==> config.mk <==
export PLATFORM = sky130hd
export DESIGN_NAME = lab1_serial_adder_flat
export DESIGN_NICKNAME = d
export VERILOG_FILES = /design/src/rtl/lab1_pkg.sv /design/src/rtl/lab1_serial_adder_if.sv /design/src/rtl/lab1_1.sv /design/src/rtl/lab1_serial_adder.sv /design/src/flat_wrapper.sv
export SDC_FILE = /design/constraint.sdc
export NUM_CORES = 1
export LEC_CHECK = 0
export BUFFER_PORTS_ARGS = -buffer_cell sky130_fd_sc_hd__buf_2
export CAP_MARGIN = 0
export CORE_ASPECT_RATIO = 0.8
export CORE_MARGIN = 2
export CORE_UTILIZATION = 30
export CTS_BUF_LIST = sky130_fd_sc_hd__clkbuf_2 sky130_fd_sc_hd__clkbuf_4 sky130_fd_sc_hd__clkbuf_8
export CTS_CLUSTER_DIAMETER = 120
export CTS_CLUSTER_SIZE = 8
export DETAILED_ROUTE_END_ITERATION = 8
export GPL_TIMING_DRIVEN = 0
export PLACE_DENSITY = 0.47
export SKIP_CTS_REPAIR_TIMING = 1
export SLEW_MARGIN = 20
export SYNTH_ARGS = -nofsm -noshare
export SYNTH_HDL_FRONTEND = slang
export SYNTH_SLANG_ARGS = --single-unit
==> constraint.sdc <==
create_clock -name clk -period 1.4 [get_ports clk]
set_input_delay 0.28 -clock clk [delete_from_list [all_inputs] [get_ports clk]]
set_output_delay 0.28 -clock clk [all_outputs]
set_load 0.005 [all_outputs]
==> src/rtl/lab1_pkg.sv <==
`default_nettype none
// ============================================================================
// Module   : lab1_pkg
// Purpose  : Shared state encoding, default width and counter sizing helper
//            for the bit-serial adder.
// Revision : 1.0  initial release
// ============================================================================
package lab1_pkg;

    localparam int WIDTH_DEFAULT = 8;

    typedef enum logic [1:0] {
        ST_IDLE = 2'd0,
        ST_RUN  = 2'd1,
        ST_DONE = 2'd2
    } state_e;

    // Bit counter must hold indices 0..w-1; never narrower than one bit.
    function automatic int cnt_width(input int w);
        if (w <= 1) begin
            return 1;
        end
        return $clog2(w);
    endfunction

endpackage
`default_nettype wire

==> src/rtl/lab1_serial_adder_if.sv <==
`default_nettype none
// ============================================================================
// Module   : lab1_serial_adder_if
// Purpose  : Request/result bundle of the bit-serial adder. The ovf signal
//            exists only when LAB1_SERIAL_OVF_EN is defined.
// Revision : 1.0  initial release
// ============================================================================
interface lab1_serial_adder_if #(
    parameter int WIDTH = lab1_pkg::WIDTH_DEFAULT
);
    logic             start;
    logic [WIDTH-1:0] a;
    logic [WIDTH-1:0] b;
    logic             cin;
    logic             busy;
    logic             done;
    logic [WIDTH-1:0] sum;
    logic             cout;
`ifdef LAB1_SERIAL_OVF_EN
    logic             ovf;

    modport master (output start, a, b, cin, input busy, done, sum, cout, ovf);
    modport slave  (input start, a, b, cin, output busy, done, sum, cout, ovf);
`else
    modport master (output start, a, b, cin, input busy, done, sum, cout);
    modport slave  (input start, a, b, cin, output busy, done, sum, cout);
`endif
endinterface
`default_nettype wire

==> src/rtl/lab1_1.sv <==
`default_nettype none
// ============================================================================
// Module   : lab1_1
// Purpose  : One-bit full adder used as the bit slice of the serial adder.
// Revision : 1.0  initial release
// ============================================================================
module lab1_1 (
    input  wire logic a,
    input  wire logic b,
    input  wire logic cin,
    output logic      sum,
    output logic      cout
);
    assign sum  = a ^ b ^ cin;
    assign cout = (a & b) | (cin & (a ^ b));
endmodule
`default_nettype wire

==> src/rtl/lab1_serial_adder.sv <==
`default_nettype none
// ============================================================================
// Module   : lab1_serial_adder
// Purpose  : Bit-serial WIDTH-bit adder, LSB first through one lab1_1 slice.
//            Define LAB1_SERIAL_OVF_EN to add the registered ovf output.
// Revision : 1.0  initial release
// ============================================================================
module lab1_serial_adder
    import lab1_pkg::*;
#(
    parameter int WIDTH = WIDTH_DEFAULT
) (
    input  wire logic          clk,
    input  wire logic          rst_n,
    lab1_serial_adder_if.slave bus
);
    localparam int            CW       = cnt_width(WIDTH);
    localparam logic [CW-1:0] CNT_LAST = CW'(WIDTH - 1);

    state_e           state_q, state_d;
    logic [WIDTH-1:0] a_sh_q, a_sh_d;
    logic [WIDTH-1:0] b_sh_q, b_sh_d;
    logic [WIDTH-1:0] s_sh_q, s_sh_d;
    logic [WIDTH-1:0] sum_q, sum_d;
    logic [CW-1:0]    cnt_q, cnt_d;
    logic             carry_q, carry_d;
    logic             cout_q, cout_d;
    logic             busy_q, busy_d;
    logic             done_q, done_d;

    logic             w_fa_sum;
    logic             w_fa_cout;
    logic [WIDTH-1:0] w_s_shift;
    logic             w_accept;
    logic             w_last;

    lab1_1 u_fa (
        .a    (a_sh_q[0]),
        .b    (b_sh_q[0]),
        .cin  (carry_q),
        .sum  (w_fa_sum),
        .cout (w_fa_cout)
    );

    // New sum bit enters at the MSB so the LSB lands at bit 0 after WIDTH shifts.
    assign w_s_shift = (s_sh_q >> 1) | (WIDTH'(w_fa_sum) << (WIDTH - 1));
    assign w_accept  = bus.start && ((state_q == ST_IDLE) || (state_q == ST_DONE));
    assign w_last    = (state_q == ST_RUN) && (cnt_q == CNT_LAST);

    always_comb begin
        state_d = state_q;
        a_sh_d  = a_sh_q;
        b_sh_d  = b_sh_q;
        s_sh_d  = s_sh_q;
        sum_d   = sum_q;
        cnt_d   = cnt_q;
        carry_d = carry_q;
        cout_d  = cout_q;
        case (state_q)
            ST_IDLE, ST_DONE: begin
                if (w_accept) begin
                    a_sh_d  = bus.a;
                    b_sh_d  = bus.b;
                    carry_d = bus.cin;
                    cnt_d   = '0;
                    state_d = ST_RUN;
                end else begin
                    state_d = ST_IDLE;
                end
            end
            ST_RUN: begin
                a_sh_d  = a_sh_q >> 1;
                b_sh_d  = b_sh_q >> 1;
                s_sh_d  = w_s_shift;
                carry_d = w_fa_cout;
                cnt_d   = cnt_q + 1'b1;
                if (w_last) begin
                    sum_d   = w_s_shift;
                    cout_d  = w_fa_cout;
                    state_d = ST_DONE;
                end
            end
            default: begin
                state_d = ST_IDLE;
            end
        endcase
        busy_d = (state_d == ST_RUN);
        done_d = (state_d == ST_DONE);
    end

    always_ff @(posedge clk or negedge rst_n) begin
        if (!rst_n) begin
            state_q <= ST_IDLE;
            a_sh_q  <= '0;
            b_sh_q  <= '0;
            s_sh_q  <= '0;
            sum_q   <= '0;
            cnt_q   <= '0;
            carry_q <= 1'b0;
            cout_q  <= 1'b0;
            busy_q  <= 1'b0;
            done_q  <= 1'b0;
        end else begin
            state_q <= state_d;
            a_sh_q  <= a_sh_d;
            b_sh_q  <= b_sh_d;
            s_sh_q  <= s_sh_d;
            sum_q   <= sum_d;
            cnt_q   <= cnt_d;
            carry_q <= carry_d;
            cout_q  <= cout_d;
            busy_q  <= busy_d;
            done_q  <= done_d;
        end
    end

    assign bus.busy = busy_q;
    assign bus.done = done_q;
    assign bus.sum  = sum_q;
    assign bus.cout = cout_q;

`ifdef LAB1_SERIAL_OVF_EN
    logic ovf_q, ovf_d;

    // On the last bit, carry_q is the carry into the MSB slice.
    always_comb begin
        ovf_d = ovf_q;
        if (w_last) begin
            ovf_d = carry_q ^ w_fa_cout;
        end
    end

    always_ff @(posedge clk or negedge rst_n) begin
        if (!rst_n) begin
            ovf_q <= 1'b0;
        end else begin
            ovf_q <= ovf_d;
        end
    end

    assign bus.ovf = ovf_q;
`endif

endmodule
`default_nettype wire
==> src/flat_wrapper.sv <==
// flat-port wrapper written by rule: the top's interface ports become plain ports
module lab1_serial_adder_flat import lab1_pkg::*;
#(
    parameter int WIDTH = WIDTH_DEFAULT
)
  (clk, rst_n, bus_start, bus_a, bus_b, bus_cin, bus_busy, bus_done, bus_sum, bus_cout);
  lab1_serial_adder_if #(.WIDTH(WIDTH)) bus_i ();
  input  wire logic clk;
  input  wire logic rst_n;
  input wire logic [$bits(bus_i.start)-1:0] bus_start;
  input wire logic [$bits(bus_i.a)-1:0] bus_a;
  input wire logic [$bits(bus_i.b)-1:0] bus_b;
  input wire logic [$bits(bus_i.cin)-1:0] bus_cin;
  output wire logic [$bits(bus_i.busy)-1:0] bus_busy;
  output wire logic [$bits(bus_i.done)-1:0] bus_done;
  output wire logic [$bits(bus_i.sum)-1:0] bus_sum;
  output wire logic [$bits(bus_i.cout)-1:0] bus_cout;
  assign bus_i.start = bus_start;
  assign bus_i.a = bus_a;
  assign bus_i.b = bus_b;
  assign bus_i.cin = bus_cin;
  assign bus_busy = bus_i.busy;
  assign bus_done = bus_i.done;
  assign bus_sum = bus_i.sum;
  assign bus_cout = bus_i.cout;
  lab1_serial_adder #(.WIDTH(WIDTH)) u_core (.clk(clk), .rst_n(rst_n), .bus(bus_i));
endmodule
# After elaboration in Yosys (flattened, before gate mapping)
# Cells that the tools add are included.
[totals]
regBits = 41
input_bits = 20
out_inout_bits = 11
word_cells = 42
[op_classes]
add_sub_neg = 1
n_eq_ne = 6
mux = 11
bitwise_logic = 6
reduce_logical = 8
[op_table]
columns = ["op", "count"]
rows = [
  ["8-bit one-hot mux with 2 select lines", 2],
  ["8-bit 2-to-1 mux", 2],
  ["7-bit by 8-bit bitwise OR with 8-bit output", 1],
  ["3-bit one-hot mux with 2 select lines", 1],
  ["2-bit by 1-bit == test with 1-bit output, second input constant", 2],
  ["2-bit == test, second input constant", 2],
  ["2-bit one-hot mux with 2 select lines", 1],
  ["2-bit AND reduction", 2],
  ["3-bit by 1-bit adder with 3-bit output, second input constant", 1],
  ["3-bit == test, second input constant", 1],
  ["3-bit 2-to-1 mux", 1],
  ["1-bit bitwise AND", 2],
  ["1-bit logical AND", 2],
  ["2-bit zero test", 1],
  ["1-bit 2-to-1 mux", 2],
  ["2-bit 2-to-1 mux", 1],
  ["2-bit by 1-bit inequality test with 1-bit output, second input constant", 1],
  ["1-bit one-hot mux with 2 select lines", 1],
  ["2-bit nonzero test", 1],
  ["2-bit OR reduction", 1],
  ["1-bit XOR", 2],
  ["1-bit logical OR", 1],
  ["1-bit bitwise OR", 1],
]

# Depth between registers and ports, before layout
# Gate-level depths: netlist of the first run.
[logic_depth]
depth_word = 6
depth_mapped = 5
depth_no_buf = 5

# Hierarchy
# A second synthesis of the first run with hierarchy kept.
[hier_totals]
cells_unflattened = 133
area_unflattened_um2 = 1958.1
[modules_own_cells]
columns = ["module", "n_inst", "cells_each", "area_per_inst_um2", "seq_area_each_um2"]
rows = [
  ["lab1_serial_adder", 1, 132, 1938.1, 1001.0],
  ["lab1_1", 1, 1, 20.0, 0.0],
]

# Worst setup path after synthesis of the first run
# No wires, ideal clock.
[synth_path]
kind = "register -> register"
from = "register u_core.cnt_q[0]"
to = "register u_core.sum_q[0] (netlist: u_core.bus.sum[0])"
setup_time_ps = 125
t_arrival_ps = 1278
required_ps = 1275
path_slack_ps = -3
stages_incl_launch_ff = 6
n_path_buf = 0
period_less_slack_ps = 1403
cell_sequence = "dfrtp_1 > ha_1 > ha_1 > nand2_8 > inv_6 > mux2_4"
[synth_via]
elab_chain_len = 3
[synth_lines]
columns = ["item", "line_no", "rtl"]
rows = [
  ["start, declared", "lab1_serial_adder.sv:25", "logic [CW-1:0] cnt_q, cnt_d;"],
  ["start signal, assigned", "lab1_serial_adder.sv:109", "cnt_q <= cnt_d;"],
  ["3-bit == test", "lab1_serial_adder.sv:48", "assign w_last = (state_q == ST_RUN) && (cnt_q == CNT_LAST);"],
  ["1-bit logical AND", "lab1_serial_adder.sv:48", ""],
  ["2-bit AND reduction (no line)", "-", ""],
  ["end signal, assigned", "lab1_serial_adder.sv:108", "sum_q <= sum_d;"],
  ["end, declared", "lab1_serial_adder.sv:24", "logic [WIDTH-1:0] sum_q, sum_d;"],
]
# No other way between the ends.
# A chain may end at the register's enable or synchronous reset.

# Worst setup path after layout of the first run
[layout_path]
from = "register u_core.cnt_q[0]"
to = "register u_core.sum_q[3] (netlist: u_core.bus.sum[3])"
# The elaborated chain is that of the path after synthesis.

==> results of run 1 <==
==> area by class of cell <==
class                   count  area [um2]  area share
clock buffers               6       82.58     0.03618
multi-input cells         111       837.1      0.3668
clock inverters             2       10.01    0.004386
flip-flops and latches     40        1001      0.4386
repair buffers             31       157.7     0.06908
inverters                   2       15.01    0.006579
well taps                  81       101.3     0.04441
plain buffers              11       77.57     0.03399
==> critical path: cells and delay by family (launching register included) <==
kind / cells / cell delay, ps
DFF: 1 / 400
muxes: 1 / 300
and+or+nand+nor: 1 / 90
adders and majority gates: 2 / 390
buffers and inverters: 1 / 90
==> routing by layer <==
metal,up-vias,routed length (um),global-route usage,share of wire
li1,647,-,-,-
met5,-,0,0,0
met3,7,134,0.02967,0.034
met1,655,1971,0.1668,0.50
met4,0,70,0.05556,0.018
met2,19,1801,0.1942,0.45
==> per-stage QoR <==
step           cell area, um2  setup WS [ps]  power [mW]
3_3_place_gp             2167         -33.44       3.853
6_report                 2282          14.93       4.754
5_1_grt                  2282         -30.44       5.143
2_1_floorplan            1916          24.10       3.381
4_1_cts                  2260         -97.44       4.761
3_5_place_dp             2167         -86.63       3.948
==> sequential cells by signal (all words and copies together), names as in the netlist <==
register and flops:
u_core.state_q 2, u_core.cnt_q 3, u_core.bus.sum 8, u_core.b_sh_q 8, u_core.bus.cout 1, u_core.carry_q 1, u_core.a_sh_q 8, u_core.bus.busy 1
u_core.bus.done 1, u_core.s_sh_q 7
==> kinds of logic (layout without fill, tap and decap cells) <==
| logic type | after synthesis | in the layout | synth area share |
|---|---|---|---|
| AND/OR/NAND/NOR | 46 | 46 | 0.1249 |
| adder cells (fa/ha/maj) | 3 | 3 | 0.02354 |
| AO/OA/AOI/OAI | 35 | 35 | 0.1158 |
| multiplexers | 26 | 26 | 0.1609 |
| XOR/XNOR | 1 | 1 | 0.004579 |
| buffers and inverters | 13 | 52 | 0.04708 |
| flip-flops | 40 | 40 | 0.5232 |
==> path summary, 6_finish.rpt <==
kind / start / to / slack, ps
worst max register to register: u_core.cnt_q[0] / u_core.bus.sum[3] / 10
worst max-delay path: u_core.cnt_q[0] / u_core.bus.sum[3] / 10
worst min register to register: u_core.s_sh_q[1] / u_core.s_sh_q[1] / 480
worst min-delay path: rst_n / u_core.b_sh_q[3] / 100
max in group asynchronous: rst_n / u_core.cnt_q[1] / 740
min in group clk: bus_a[2] / u_core.a_sh_q[2] / 260
==> power groups by stage <==
stage | Combinational (mW) | Sequential (mW) | Clock [mW]
floorplan | 1.39 | 1.99 | 0
global placement | 1.82 | 2.03 | 0
detailed placement | 1.88 | 2.07 | 0
CTS | 1.89 | 2.05 | 0.820
global route | 2.15 | 2.12 | 0.876
finish | 1.91 | 2.05 | 0.798
==> synth_stat cells <==
cell type,instances,area [um2]
buf_2,5,25.02
mux2_4,9,135.1
mux2_1,2,22.52
inv_1,1,3.750
fa_1,1,20.02
mux2i_1,15,150.1
buf_4,2,15.01
nor2b_1,14,87.58
buf_6,3,33.78
a211oi_1,13,97.59
o21ai_1,4,20.02
inv_6,1,8.760
dfrtp_1,40,1001
nor2_1,3,11.26
nand2b_1,2,12.51
nand3_1,2,10.01
nor3_1,2,10.01
o22ai_1,2,12.51
nand2_8,1,20.02
nor2b_2,1,8.760
nand2_1,21,78.83
xnor2_1,1,8.760
a21oi_1,13,65.06
clkbuf_1,1,3.750
ha_1,2,25.02
a22o_1,3,26.28
==> flow_summary.toml, run 1 <==
[worst_setup_path]
path_cells = "ha_2, ha_4, nand2_8, inv_8, mux2_4"
rr_worst_depth = 5
critPathRequiredTime_ps = 1580
critical_path_class = "reg -> reg"
start_kind = "flip-flop"
cp_slowest_cell = "dfrtp_1"
endpoint_kind = "flip-flop"
max_stage_delay_ps = 400
worstPathArrival_ps = 1570
crit_fanout = 7

[cts]
numCtsBuffers = 5
cts_sinks = 40
cts_max_path_buffers = 2
clk_latency_ps = 290
clk_pin_slew_ps = 80
cts_tree = "built"
root_buffer = "clkbuf_8"
htree_levels = 2

[finish]
fin_cells = 284
areaGrowthSynthToFinish_pct = 19.29
nFillCells = 610
final_cell_mix = "dfrtp_1, buf_2, nand2_1"
postLayoutCoreUtil = 0.3780
antennaDiodeCount = 0
mostFrequentLayoutCell = "dfrtp_1"
nets = 225
drive_gt1_frac = 0.3103

[power]
power_density_nw_per_um2 = 2083
vdd_drop_max_mv = 0.7343
p_sw_mw = 1.675
p_leak_nw = 1.031
pwr-share-seq = 0.431
switching_share = 0.3524
power_frac_comb = 0.401
internal_power_mw = 3.079
clock_power_share = 0.168

[synthesis]
synthCells = 164
syn_avg_cell_area_um2 = 11.67
yosysSeqAreaShare = 0.5232
syn-num-nets = 187
ys_types = 26
synth_seq_cells = 40
syn_area_um2 = 1913
synth_warnings = 0

[sta]
worst_pin_slew_ps = 881.0
max_freq_mhz = 722.0
slew_headroom = 0.4127
skew_ps = 4.116
whs_ps = 97.87
slew_viol_final = 0
fin_crit_sh = 0.9893
finalSetupViolCount = 0
rsz0062_at_grt = "true"
setup_tns_ps = 0
post-route-min-period_ps = 1385
finalHoldViolCount = 0

[place]
dpl.hpwl_um = 2818
gp_congestion = 0.7551
io_buffers = 30
dp.cells = 275

[global_route]
overflow = 0
antenna_found_initial = 0
grt.total_usage = 0.1242
grt_max_degree = 41
grt_pass1_vias = 1385
grt_pass1_wl_um = 6665

[flow_run]
cap_violations = 0

[detailed_routing]
drtPass1Iterations = 4
drtAntennaViolNets = 0
vias_per_cell = 4.676
vias = 1328
drt_iter0_markers = 32
wl_per_cell_um = 14.01
wl_um = 3978
drc_errors = 0

[die]
core_area_um2 = 6037
die_y_um = 75.43
start_util = 0.3169
die_w_um = 93.28
dieArea_um2 = 7036
num_rows = 25
num_io_pins = 31

[run_status]
status = "complete, no violations"

[worst_hold_path]
hold_path.class = "in -> async"
Note: power is estimated with default switching activity, not from simulation.
==> run 2, diff against run 1 <==
Settings changed: CELL_PAD_IN_SITES_DETAIL_PLACEMENT from default to 1, CELL_PAD_IN_SITES_GLOBAL_PLACEMENT from default to 1, PLACE_DENSITY 0.47 to 0.57.
==> flow_summary.toml, run 2 (synthesized netlist as in run 1, its figures left out) <==
[worst_setup_path]
critPathRequiredTime_ps = 1580
endpoint_kind = "flip-flop"
worstPathArrival_ps = 1560
crit_fanout = 2
rr_worst_depth = 4
critical_path_class = "reg -> reg"
start_kind = "flip-flop"

[finish]
nets = 228
final_cell_mix = "dfrtp_1, buf_2, nand2_1"
fin_cells = 287
areaGrowthSynthToFinish_pct = 21.65
nFillCells = 681
final_cell_area_um2 = 2327
final-seq-area_um2 = 1001
antennaDiodeCount = 0
multi_input_area_um2 = 840.8
mostFrequentLayoutCell = "dfrtp_1"
drive_gt1_frac = 0.3252

[place]
pre_cts_ws_ps = -65.78
dp.cells = 275
dpl.hpwl_um = 3116
io_buffers = 30
gp_congestion = 0.7355
placed_area_um2 = 2167

[die]
num_rows = 25
die_y_um = 75.43
start_util = 0.3169
core_area_um2 = 6037
num_io_pins = 31
dieArea_um2 = 7036
die_w_um = 93.28

[power]
p_leak_nw = 1.056
vdd_drop_max_mv = 0.8492
power.total_mw = 5.054
power_density_nw_per_um2 = 2172

[detailed_routing]
wl_um = 4518
drt_iter0_markers = 44
wl_per_cell_um = 15.74
drtPass1Iterations = 4
drtAntennaViolNets = 0
drc_errors = 0
vias = 1365
vias_per_cell = 4.756

[cts]
cts_sinks = 40
numCtsBuffers = 5
clk_pin_slew_ps = 80
htree_levels = 2
root_buffer = "clkbuf_8"
cts_max_path_buffers = 2
clk_latency_ps = 290
cts_tree = "built"

[global_route]
grt_use_met1 = 0.1764
grt_max_degree = 41
overflow = 0
antenna_found_initial = 0
met3_usage = 0.03363
grt_pass1_wl_um = 7224
grt.total_usage = 0.1362
grt_pass1_vias = 1478
grtUsageMet2 = 0.2182
gr-max-usage-layer = "met2"

[worst_hold_path]
hold_path.class = "in -> async"

[sta]
slew_viol_final = 0
post-route-min-period_ps = 1376
finalSetupViolCount = 0
whs_ps = 116.0
worst_pin_slew_ps = 897.0
skew_ps = 8.288
fin_crit_sh = 0.9826
finalHoldViolCount = 0
max_freq_mhz = 726.9
slew_headroom = 0.4020
layout_setup_ws_ps = 24.30

[run_status]
status = "complete, no violations"

[flow_run]
cap_violations = 0
[run 2: worst paths after layout]
kind,startpoint,endpoint,slack [ps]
min in group clk,bus_a[7],u_core.a_sh_q[7],270
max in group asynchronous,rst_n,u_core.bus.sum[5],730
min,rst_n,u_core.a_sh_q[7],120
max reg2reg,u_core.cnt_q[1],u_core.cnt_q[2],20
max,u_core.cnt_q[1],u_core.cnt_q[2],20
min reg2reg,u_core.s_sh_q[1],u_core.s_sh_q[1],490
[run 2: through the flow]
step	TNS, ps	util
2_1_floorplan	0	-
3_3_place_gp	-197.2	0.3590
3_5_place_dp	-395.6	0.3590
4_1_cts	-484.8	0.3774
5_1_grt	-11.29	0.3855
6_report	0	0.3855
[run 2: final cells by class]
cell class,instances,area share
clock buffer,6,0.03280
inverter,2,0.006452
clock inverter,2,0.01505
timing repair buffer,34,0.07742
buffer,11,0.03333
multi-input combinational,111,0.3613
tap,81,0.04355
sequential,40,0.4301
[run 2: routing by layer]
layer,part of all wire,vias to the layer above
met5,0,-
met4,0.015,0
met3,0.038,6
met2,0.48,29
met1,0.47,678
li1,-,652
[run 2: critical path, cell delays in order, from the launching register on]
cell,delay (ps)
dfrtp_1,400
ha_2,200
ha_4,210
mux2_4,260
a22o_1,190
[run 2: where the power goes]
group          total [mW]  switching [mW]  internal [mW]  leakage [nW]
clock network       0.945           0.396          0.549        0.0586
logic                2.06           0.989           1.07         0.513
registers            2.05           0.361           1.69         0.484
==> run 3, diff against run 2 <==
Settings changed: CELL_PAD_IN_SITES_DETAIL_PLACEMENT 1 to 2, CELL_PAD_IN_SITES_GLOBAL_PLACEMENT 1 to 2, PLACE_DENSITY 0.57 to 0.67.
==> flow_summary.toml, run 3 (synthesized netlist as in run 1, its figures left out) <==
[run_status]
status = "complete, but fails checks"
violations = "negative setup slack"

[global_route]
grtUsageMet2 = 0.2422
grt_use_met1 = 0.1991
antenna_found_initial = 0
overflow = 0
gr-max-usage-layer = "met2"
grt_max_degree = 41
grt_pass1_vias = 1505
grt.total_usage = 0.1495
grt_pass1_wl_um = 7852
met3_usage = 0.02967

[cts]
clk_pin_slew_ps = 80
cts_sinks = 40
root_buffer = "clkbuf_8"
cts_tree = "built"
clk_latency_ps = 300
cts_max_path_buffers = 2
numCtsBuffers = 5
htree_levels = 2

[finish]
final_cell_mix = "dfrtp_1, buf_2, nand2_1"
mostFrequentLayoutCell = "dfrtp_1"
fin_cells = 286
postLayoutCoreUtil = 0.3803
nets = 227
drive_gt1_frac = 0.3220
antennaDiodeCount = 0
areaGrowthSynthToFinish_pct = 20.01

[detailed_routing]
drt_iter0_markers = 31
wl_per_cell_um = 16.52
wl_um = 4725
vias_per_cell = 4.881
drc_errors = 0
drtPass1Iterations = 4
vias = 1396
drtAntennaViolNets = 0

[die]
num_rows = 25
num_io_pins = 31
die_y_um = 75.43
die_w_um = 93.28
dieArea_um2 = 7036
start_util = 0.3169
core_area_um2 = 6037

[place]
gp_congestion = 0.7686
io_buffers = 30
dp.cells = 275
dpl.hpwl_um = 3360

[sta]
slew_viol_final = 0
finalHoldViolCount = 0
fin_crit_sh = 1.000
post-route-min-period_ps = 1400
layout_setup_ws_ps = -0.2326
worst_pin_slew_ps = 908.1
max_freq_mhz = 714.2
slew_headroom = 0.3946
rsz0062_at_grt = "true"
skew_ps = 10.88
finalSetupViolCount = 1

[flow_run]
cap_violations = 0

[worst_setup_path]
start_kind = "flip-flop"
critPathRequiredTime_ps = 1590
critical_path_class = "reg -> reg"
crit_fanout = 3
worstPathArrival_ps = 1590
endpoint_kind = "flip-flop"

[worst_hold_path]
hold_path.class = "in -> async"

[power]
p_leak_nw = 1.041
power_density_nw_per_um2 = 2116
vdd_drop_max_mv = 0.6000
-- run 3: changes by cell type in the layout (fill, tap and decap cells not counted), sizes merged --
cell / previous run / this run
buf: 44 / 43
bufinv: 1 / 0
clkbuf: 7 / 6
clkinv: 1 / 3
-- run 3: worst paths after layout --
path	start	to	cells past startpoint	slack, ps
setup / recovery	u_core.cnt_q[1]	u_core.cnt_q[2]	4	-0.2
hold / removal	rst_n	u_core.b_sh_q[3]	1	110
setup reg to reg	u_core.cnt_q[1]	u_core.cnt_q[2]	4	-0.2
hold reg to reg	u_core.s_sh_q[3]	u_core.s_sh_q[2]	2	500
max in group asynchronous	rst_n	u_core.bus.sum[4]	1	720
min in group clk	bus_a[1]	u_core.a_sh_q[1]	3	260
-- run 3: worst max-delay path, cell delays in order (launching register included) --
cell and delay, ps:
dfrtp_1 410, ha_2 210, ha_4 200, mux2_4 270, a22o_1 200
-- run 3: power breakdown --
part / leakage (nW) / total [mW] / switching (mW) / internal [mW]
Combinational: 0.509 / 2.02 / 0.975 / 1.05
Sequential: 0.484 / 2.06 / 0.370 / 1.69
Clock: 0.0479 / 0.777 / 0.430 / 0.348
-- run 3: area by class of cell --
class                   instances  area [um2]
inverters                       2       15.01
well taps                      81       101.3
fillers                       663        3741
clock buffers                   5       68.82
repair buffers                 33       172.7
multi-input cells             111       840.8
clock inverters                 3       18.77
plain buffers                  11       77.57
flip-flops and latches         40        1001
-- run 3: per-layer routing --
metal	share of wire	vias to the layer above	wire, um
li1	-	648	-
met1	0.47	720	2238
met2	0.48	21	2273
met3	0.028	7	133
met4	0.017	0	79
met5	0	-	0
-- run 3: per-stage QoR --
| stage | setup slack, ps | total power [mW] | setup TNS [ps] | hold slack, ps | instance area (um2) |
|---|---|---|---|---|---|
| 2_1_floorplan | 24.10 | 3.381 | 0 | -15.59 | 1916 |
| 3_3_place_gp | -39.55 | 3.870 | -228.8 | 452.6 | 2167 |
| 3_5_place_dp | -71.08 | 4.034 | -462.8 | 470.4 | 2167 |
| 4_1_cts | -96.91 | 4.833 | -589.3 | 142.3 | 2255 |
| 5_1_grt | -36.67 | 5.302 | -196.0 | 172.8 | 2296 |
| 6_report | -0.2326 | 4.859 | -0.2326 | 106.9 | 2296 |
